**config.mk**
```make
export PLATFORM = sky130hd
export DESIGN_NAME = g729_stage_reader
export DESIGN_NICKNAME = d
export VERILOG_FILES = /design/src/rtl/g729_dbg_pkg.sv /design/src/rtl/g729_edge_det.sv /design/src/rtl/g729_stage_reader.sv
export SDC_FILE = /design/constraint.sdc
export NUM_CORES = 1
export LEC_CHECK = 0
export CAP_MARGIN = 10
export CORE_MARGIN = 4
export CORE_UTILIZATION = 44
export CTS_CLUSTER_SIZE = 40
export DETAILED_ROUTE_END_ITERATION = 8
export GPL_TIMING_DRIVEN = 0
export PLACE_DENSITY_LB_ADDON = 0.2
export SYNTH_ARGS = -nofsm -noshare
export SYNTH_HDL_FRONTEND = slang
export SYNTH_SLANG_ARGS = --single-unit
```
**constraint.sdc**
```tcl
create_clock -name clock -period 2.65 [get_ports clock]
set_input_delay 0.53 -clock clock [delete_from_list [all_inputs] [get_ports clock]]
set_output_delay 0.53 -clock clock [all_outputs]
set_load 0.05 [all_outputs]
```
**src/rtl/g729_dbg_pkg.sv**
```systemverilog
// Shared types and constants for the G.729 encoder stage-dump reader.
package g729_dbg_pkg;

  typedef enum logic [2:0] {
    IDLE,
    WAIT_DONE,
    HDR,
    WAIT_RD,
    SEND,
    RELEASE
  } state_t;

  localparam logic [7:0] HDR_SYNC = 8'hA5;
  localparam int NUM_STAGES_DEF = 9;

  function automatic logic [31:0] hdr_word(
    input logic [3:0]  idx,
    input logic [11:0] len
  );
    return {HDR_SYNC, 4'h0, idx, 4'h0, len};
  endfunction

endpackage

```
**src/rtl/g729_edge_det.sv**
```systemverilog
// Rising-edge detector for level strobes such as done/ready.
module g729_edge_det (
  input  logic clock,
  input  logic reset,
  input  logic sig,
  output logic rise
);

  logic sig_q;

  always_ff @(posedge clock or posedge reset) begin
    if (reset) sig_q <= 1'b0;
    else       sig_q <= sig;
  end

  assign rise = sig & ~sig_q;

endmodule

```
**src/rtl/g729_stage_reader.sv**
```systemverilog
// Host-side stage reader: waits for encoder done, dumps a buffer
// window as header + data words, then releases the encoder.
module g729_stage_reader
  import g729_dbg_pkg::*;
#(
  parameter int ADDR_W     = 12,
  parameter int DATA_W     = 32,
  parameter int RD_LAT     = 1,
  parameter int NUM_STAGES = NUM_STAGES_DEF
) (
  input  logic              clock,
  input  logic              reset,
  input  logic              host_start,
  input  logic [ADDR_W-1:0] dump_base,
  input  logic [ADDR_W-1:0] dump_len,
  input  logic              done,
  input  logic [DATA_W-1:0] out,
  output logic              start,
  output logic [ADDR_W-1:0] outBufAddr,
  output logic              testdone,
  output logic [DATA_W-1:0] m_data,
  output logic              m_valid,
  input  logic              m_ready,
  output logic [3:0]        stage_idx,
  output logic              busy,
  output logic              frame_done,
  output logic              overrun
);

  state_t state, state_n;

  logic              done_rise;
  logic              take;
  logic              last_stage;
  logic [ADDR_W-1:0] len;
  logic [ADDR_W-1:0] cnt;
  logic [1:0]        lat;
  logic [DATA_W-1:0] data_r;

  g729_edge_det u_done_edge (
    .clock (clock),
    .reset (reset),
    .sig   (done),
    .rise  (done_rise)
  );

  assign take       = (state == IDLE) && host_start;
  assign last_stage = (stage_idx == 4'(NUM_STAGES - 1));

  always_ff @(posedge clock or posedge reset) begin
    if (reset) state <= IDLE;
    else       state <= state_n;
  end

  always_comb begin
    state_n = state;
    unique case (state)
      IDLE:      if (host_start) state_n = WAIT_DONE;
      WAIT_DONE: if (done_rise)  state_n = HDR;
      HDR:
        if (m_ready)
          state_n = (len == '0) ? RELEASE : WAIT_RD;
      WAIT_RD:   if (lat == 2'd1) state_n = SEND;
      SEND:
        if (m_ready)
          state_n = (cnt + ADDR_W'(1) == len) ? RELEASE : WAIT_RD;
      RELEASE:   state_n = last_stage ? IDLE : WAIT_DONE;
      default:   state_n = IDLE;
    endcase
  end

  always_ff @(posedge clock or posedge reset) begin
    if (reset) begin
      start      <= 1'b0;
      frame_done <= 1'b0;
      overrun    <= 1'b0;
      stage_idx  <= '0;
      outBufAddr <= '0;
      len        <= '0;
      cnt        <= '0;
      lat        <= '0;
      data_r     <= '0;
    end else begin
      start      <= take;
      frame_done <= 1'b0;
      if (take) begin
        stage_idx <= '0;
        overrun   <= 1'b0;
      end
      // Edges outside WAIT_DONE are dropped but remembered.
      if (done_rise && state != WAIT_DONE) overrun <= 1'b1;
      case (state)
        WAIT_DONE:
          if (done_rise) begin
            len        <= dump_len;
            outBufAddr <= dump_base;
            cnt        <= '0;
          end
        HDR:
          if (m_ready) lat <= 2'(RD_LAT);
        WAIT_RD:
          if (lat == 2'd1) data_r <= out;
          else             lat    <= lat - 2'd1;
        SEND:
          if (m_ready) begin
            cnt        <= cnt + ADDR_W'(1);
            outBufAddr <= outBufAddr + ADDR_W'(1);
            lat        <= 2'(RD_LAT);
          end
        RELEASE: begin
          stage_idx <= stage_idx + 4'd1;
          if (last_stage) frame_done <= 1'b1;
        end
        default: ;
      endcase
    end
  end

  assign m_valid  = (state == HDR) || (state == SEND);
  assign m_data   = (state == HDR) ? DATA_W'(hdr_word(stage_idx, 12'(len)))
                                   : data_r;
  assign testdone = (state == RELEASE);
  assign busy     = (state != IDLE);

endmodule
```
==> results.ini, run 1 <==
[floorplan]
die_x_um=108
die-area_mm2=0.0116
core_mm2=0.00973
initial_core_util=0.449
num_rows=36
ios=115
die_height_um=108

[min_path]
min_to=data_r[26]$_DFFE_PP0P_
holdCritStartpoint=data_r[26]$_DFFE_PP0P_
holdPathStages=1
hp-class=reg2reg

[clocking]
path_clk_slew_ns=0.09
clockRootBuffer=clkbuf_8
cts_made_buffers=9
cts_max_level=3
cts_sinks=81
worstSkewPairLatency_ns=0.35
cts_tree=done
clockBufferDepth=2

[detailed_routing]
ant_nets=0
dr.first_iter.drc_count=178
first_pass_iters=4
wl_mm=11.1
via_count=3723
detail_route.wl_per_cell_um=16.0
vias_per_cell=5.37
drcViolationCount=0

[worst_setup_path]
path_cells=clkbuf_4, inv_4, nand2_2, nor2_4, buf_6, mux2_2, buf_4
r2r_cells=9
crit_type=reg2out
cp-start-kind=flip-flop
worst-r2r-setup-slack_ns=0.47
slowest_delay_ns=0.40
worstReg2RegStart=state[0]$_DFFE_PP0P_
crit_fanout=10
regToRegEndpoint=cnt[4]$_DFFE_PP0P_
cp-end-kind=output pin
worstPathRequired_ns=2.12
arrival_ns=2.04
worst_path_max_delay_cell=dfrtp_1

[placement]
numPlacedInstances=674
pre_cts_ws_ns=-0.678
numPortBuffers=114
gp_congestion=0.868
dp_hpwl_mm=8.21

[logic_synthesis]
yosysMostFrequentCell=dfrtp_1
synthCells=426
synth_edf_count=0
synth_nets=493
synth_cell_types=51
ys_ff_latch=81
async_flop_share=1.00
synth_top_area_frac=0.464
syn_area_mm2=0.00436
synth_top_area_cell=dfrtp_1
ys_seq_area_frac=0.464
avgSynthCellArea_um2=10.2
ys_warn_count=0
synth_common_cells=dfrtp_1 (81), mux2_2 (60), o21ai_0 (32)
synth_area_leaders=dfrtp_1 (46%), mux2_2 (15%), o21ai_0 (3.7%)
ys.flop_type=dfrtp_1

[sta]
hold_viol_final=0
slew_headroom=0.632
period_needed_ns=2.57
fin_hold_ws_ns=0.503
slew_violations=0
finalWorstSetupSlack_ns=0.0815
max_freq_mhz=389
finalCritPeriodShare=0.969
skew_ns=0.00963
tightest_slew_ns=0.551
setup_viol=0

[power]
vdd_ir_drop_max_v=0.000739
leakagePower_nw=2.50
power-per-cell-area_mw_per_mm2=1320

[grt]
grt_pass1_wl_mm=18.4
grt_pass1_vias=3734
antenna_found_initial=0
grt_use_total=0.199
grt_max_degree=49
gr-total-overflow=0

[run_status]
status=completed

[cells_and_area]
diodes=0
nNetsFinal=622
fin_cells=693
synthToLayoutAreaGrowth_pct=36.2
drive_gt1_frac=0.257
post-route-util=0.611

[flow_run]
drv_cap=0

## through the flow
step / cell area (um^2) / power (W) / TNS [ns]
after floorplan: 4360 / 0.00544 / 0
after global placement: 5670 / 0.00684 / -126.18
after detailed placement: 5700 / 0.00693 / -14.71
after CTS: 5930 / 0.00790 / 0
after global routing: 5950 / 0.00836 / -0.0521
final: 5950 / 0.00788 / 0
## routing by layer
layer | global-route usage | part of all wire | vias up
li1 | - | - | 1784
met3 | 0.0660 | 0.081 | 6
met2 | 0.309 | 0.47 | 118
met5 | 0 | 0 | -
met4 | 0.0532 | 0.0082 | 0
met1 | 0.267 | 0.44 | 1815
## report_power, final
part / internal (W) / switching, W / total, W
combinational: 0.00176 / 0.00289 / 0.00465
clock: 0.000558 / 0.000474 / 0.00103
sequential: 0.00174 / 0.000447 / 0.00219
## worst max-delay path: cells and delay by family (launching register included)
kind | cells | cell delay, ns
buffers and inverters | 4 | 0.62
DFF | 1 | 0.40
muxes | 1 | 0.34
and+or+nand+nor | 2 | 0.33
## cells by family (layout without fill, tap and decap cells)
group | Yosys count | in the layout | synth area share
mux | 60 | 60 | 0.155
buf+inv | 37 | 171 | 0.0358
fa+ha+maj | 6 | 6 | 0.0172
simple gates | 132 | 132 | 0.161
compound gates | 95 | 95 | 0.136
flops | 81 | 81 | 0.464
xor+xnor | 15 | 15 | 0.0301
## final cells by class
cell class                 instances  area (um^2)
buffer                            23          126
clock buffer                      10          138
clock inverter                     6         91.3
fill                             862         3780
inverter                          13         53.8
multi-input combinational        308         2200
sequential                        81         2030
tap                              133          166
timing repair buffer             119         1150
## cell usage in the layout (no fill, tap or decap), types with 6 or more instances in the layout
cell,n
dfrtp_1,81
clkdlybuf4s50_1,80
mux2_2,60
o21ai_0,32
nand2_1,28
nor2_1,28
a21oi_1,22
buf_4,19
nor2b_1,16
nand3_1,14
buf_2,14
clkdlybuf4s15_2,12
clkbuf_1,10
inv_1,10
clkbuf_8,10
xnor2_1,9
and3_1,6
nand2b_1,6
xor2_1,6
nor3_1,6
ha_1,6
## how the worst max path moves through the flow
stage	from	endpoint	slack, ns	cells after the start
after floorplan	reset	cnt[0]$_DFFE_PP0P_	0.04	1
after global placement	reset	cnt[4]$_DFFE_PP0P_	-1.39	2
after detailed placement	state[2]$_DFFE_PP0P_	m_data[16]	-0.68	7
after CTS	state[1]$_DFFE_PP0P_	m_valid	0.005	4
after global routing	state[2]$_DFFE_PP0P_	m_data[11]	-0.01	7
final	state[2]$_DFFE_PP0P_	m_data[11]	0.08	7
## what timing repair did
action / CTS / global route
hold buffers: 0 / 0
gates resized for setup: 166 / 11
setup buffers: 1 / 2
cloned: 0 / 1
setup endpoints to repair: 34 / 33
pin swaps: 1 / 1
## state kept, by name, summed over array words and instances (netlist names)
| signal | flops |
|---|---|
| cnt | 12 |
| data_r | 32 |
| frame_done | 1 |
| lat | 2 |
| len | 12 |
| outBufAddr | 12 |
| overrun | 1 |
| stage_idx | 4 |
| start | 1 |
| state | 3 |
| u_done_edge.sig_q | 1 |
(Power assumes the default switching activity.)
==> run 2: changes to the inputs <==
REMOVE_ABC_BUFFERS = 1   (was not set)
==> run 2 against run 1 <==
Against the previous run:
- worst hold slack gained 0.0013 ns
- die area did not move
- non-clock buffer count shrank 17
- critical endpoint is now m_data[3]
- largest power group unchanged
==> results.ini, run 2 (synthesized netlist as in run 1, its figures left out) <==
[placement]
dp_hpwl_mm=7.48
gp_congestion=0.808
dpl_cell_area_mm2=0.00563
numPortBuffers=114

[min_path]
holdCritStartpoint=data_r[15]$_DFFE_PP0P_
hp-class=reg2reg

[sta]
setup_viol=0
finalCritPeriodShare=0.955
slew_violations=0
fin_setup_tns_ns=0
hold_viol_final=0
max_freq_mhz=395
period_needed_ns=2.53
slew_headroom=0.554
skew_ns=0.00816
tightest_slew_ns=0.667

[worst_setup_path]
setup.worst_path.start=state[2]$_DFFE_PP0P_
cp-end-kind=output pin
worstReg2RegStart=state[0]$_DFFE_PP0P_
crit_type=reg2out
slowest_delay_ns=0.48
worst-r2r-setup-slack_ns=0.28
cp-start-kind=flip-flop
worst_path_max_delay_cell=dfrtp_2
worstPathRequired_ns=2.12
crit_fanout=16
arrival_ns=2.00
path_cells=inv_2, nand2_2, nor2_4, buf_12, mux2_2, buf_2

[floorplan]
die_x_um=108
ios=115
die_height_um=108
num_rows=36
core_mm2=0.00973
initial_core_util=0.449
die-area_mm2=0.0116

[run_status]
status=completed

[power]
total_power_w=0.00772
power-per-cell-area_mw_per_mm2=1320
vdd_ir_drop_max_v=0.000987
leakagePower_nw=2.48

[cells_and_area]
largest_register_ffs=32
final_common_cell=clkdlybuf4s50_1
final_area_mm2=0.00586
nNetsFinal=606
final_cell_mix=clkdlybuf4s50_1 (79), dfrtp_1 (78), mux2_2 (60)
synthToLayoutAreaGrowth_pct=34.4
drive_gt1_frac=0.256
diodes=0
n_fill_cell=856
post-route-util=0.603
max_flop_register=data_r

[detailed_routing]
vias_per_cell=5.38
drcViolationCount=0
via_count=3639
detail_route.wl_per_cell_um=15.8
first_pass_iters=4
wl_mm=10.7
ant_nets=0
dr.first_iter.drc_count=127

[flow_run]
drv_cap=0

[clocking]
path_clk_slew_ns=0.09
cts_hold_buf=0
cts_sinks=81
worstSkewPairLatency_ns=0.36
cts_max_level=3
clockRootBuffer=clkbuf_8
clockBufferDepth=2
cts_tree=done
cts_made_buffers=9

[grt]
grt_pass1_vias=3592
gr-total-overflow=0
grt_pass1_wl_mm=17.5
grt_max_degree=51
antenna_found_initial=0
grt_use_total=0.189

==> run 2: cell types whose count changed in the layout (fill, tap and decap cells not counted), sizes merged <==
cell / change
clkdlybuf4s50: -1
dlygate4sd2: +5
dlymetal6s2s: +1
inv: +2
clkinvlp: -2
clkbuf: -7
buf: -10
clkdlybuf4s15: -5
nor2: +1
clkdlybuf4s18: -1
clkinv: +1
==> run 2: where the power goes <==
group,switching (W),internal (W),leakage (nW)
clock network,0.000493,0.000540,0.110
logic,0.00281,0.00163,1.38
registers,0.000496,0.00175,0.984
total,0.00380,0.00392,2.48
==> run 2: metrics by stage <==
step	cells	setup slack (ns)	hold WS, ns
finish	677	0.120	0.504
global route	677	-0.00386	0.519
CTS	673	-0.107	0.510
detailed placement	652	-0.538	0.487
global placement	649	-1.77	0.479
floorplan	402	-0.275	0.469
==> run 2: final timing paths <==
kind | end | cells after the start
hold / removal | data_r[15]$_DFFE_PP0P_ | 1
hold reg to reg | data_r[15]$_DFFE_PP0P_ | 1
setup reg to reg | outBufAddr[4]$_DFFE_PP0P_ | 5
max in group asynchronous | state[1]$_DFFE_PP0P_ | 3
setup / recovery | m_data[3] | 6
min in group asynchronous | data_r[15]$_DFFE_PP0P_ | 2
==> run 2: worst max-delay path: cells and delay by family, from the launching register on <==
kind	cells	cell delay, ns
multiplexers	1	0.34
flip-flops	1	0.48
buffers and inverters	3	0.50
AND/OR/NAND/NOR	2	0.31
==> run 2: final cells by class <==
| type | count | area [um^2] | share of cell area |
|---|---|---|---|
| clock buffer | 9 | 124 | 0.0211 |
| clock inverter | 7 | 103 | 0.0175 |
| inverter | 13 | 51.3 | 0.00875 |
| multi-input combinational | 309 | 2220 | 0.379 |
| sequential | 81 | 2030 | 0.346 |
| tap | 133 | 166 | 0.0284 |
| timing repair buffer | 125 | 1170 | 0.199 |
==> run 2: routing by layer <==
metal | track usage | share of wire | vias up
met1 | 0.240 | 0.42 | 1756
li1 | - | - | 1751
met5 | 0 | 0 | -
met2 | 0.307 | 0.49 | 114
met4 | 0.0667 | 0.019 | 0
met3 | 0.0552 | 0.070 | 18
==> run 2: timing repair <==
action                                  4_1_cts  5_1_grt
cloned                                        1        0
setup buffers                                 4        3
pin swaps                                     2        0
endpoints found under the setup margin       49       43
resized for setup                           119       19
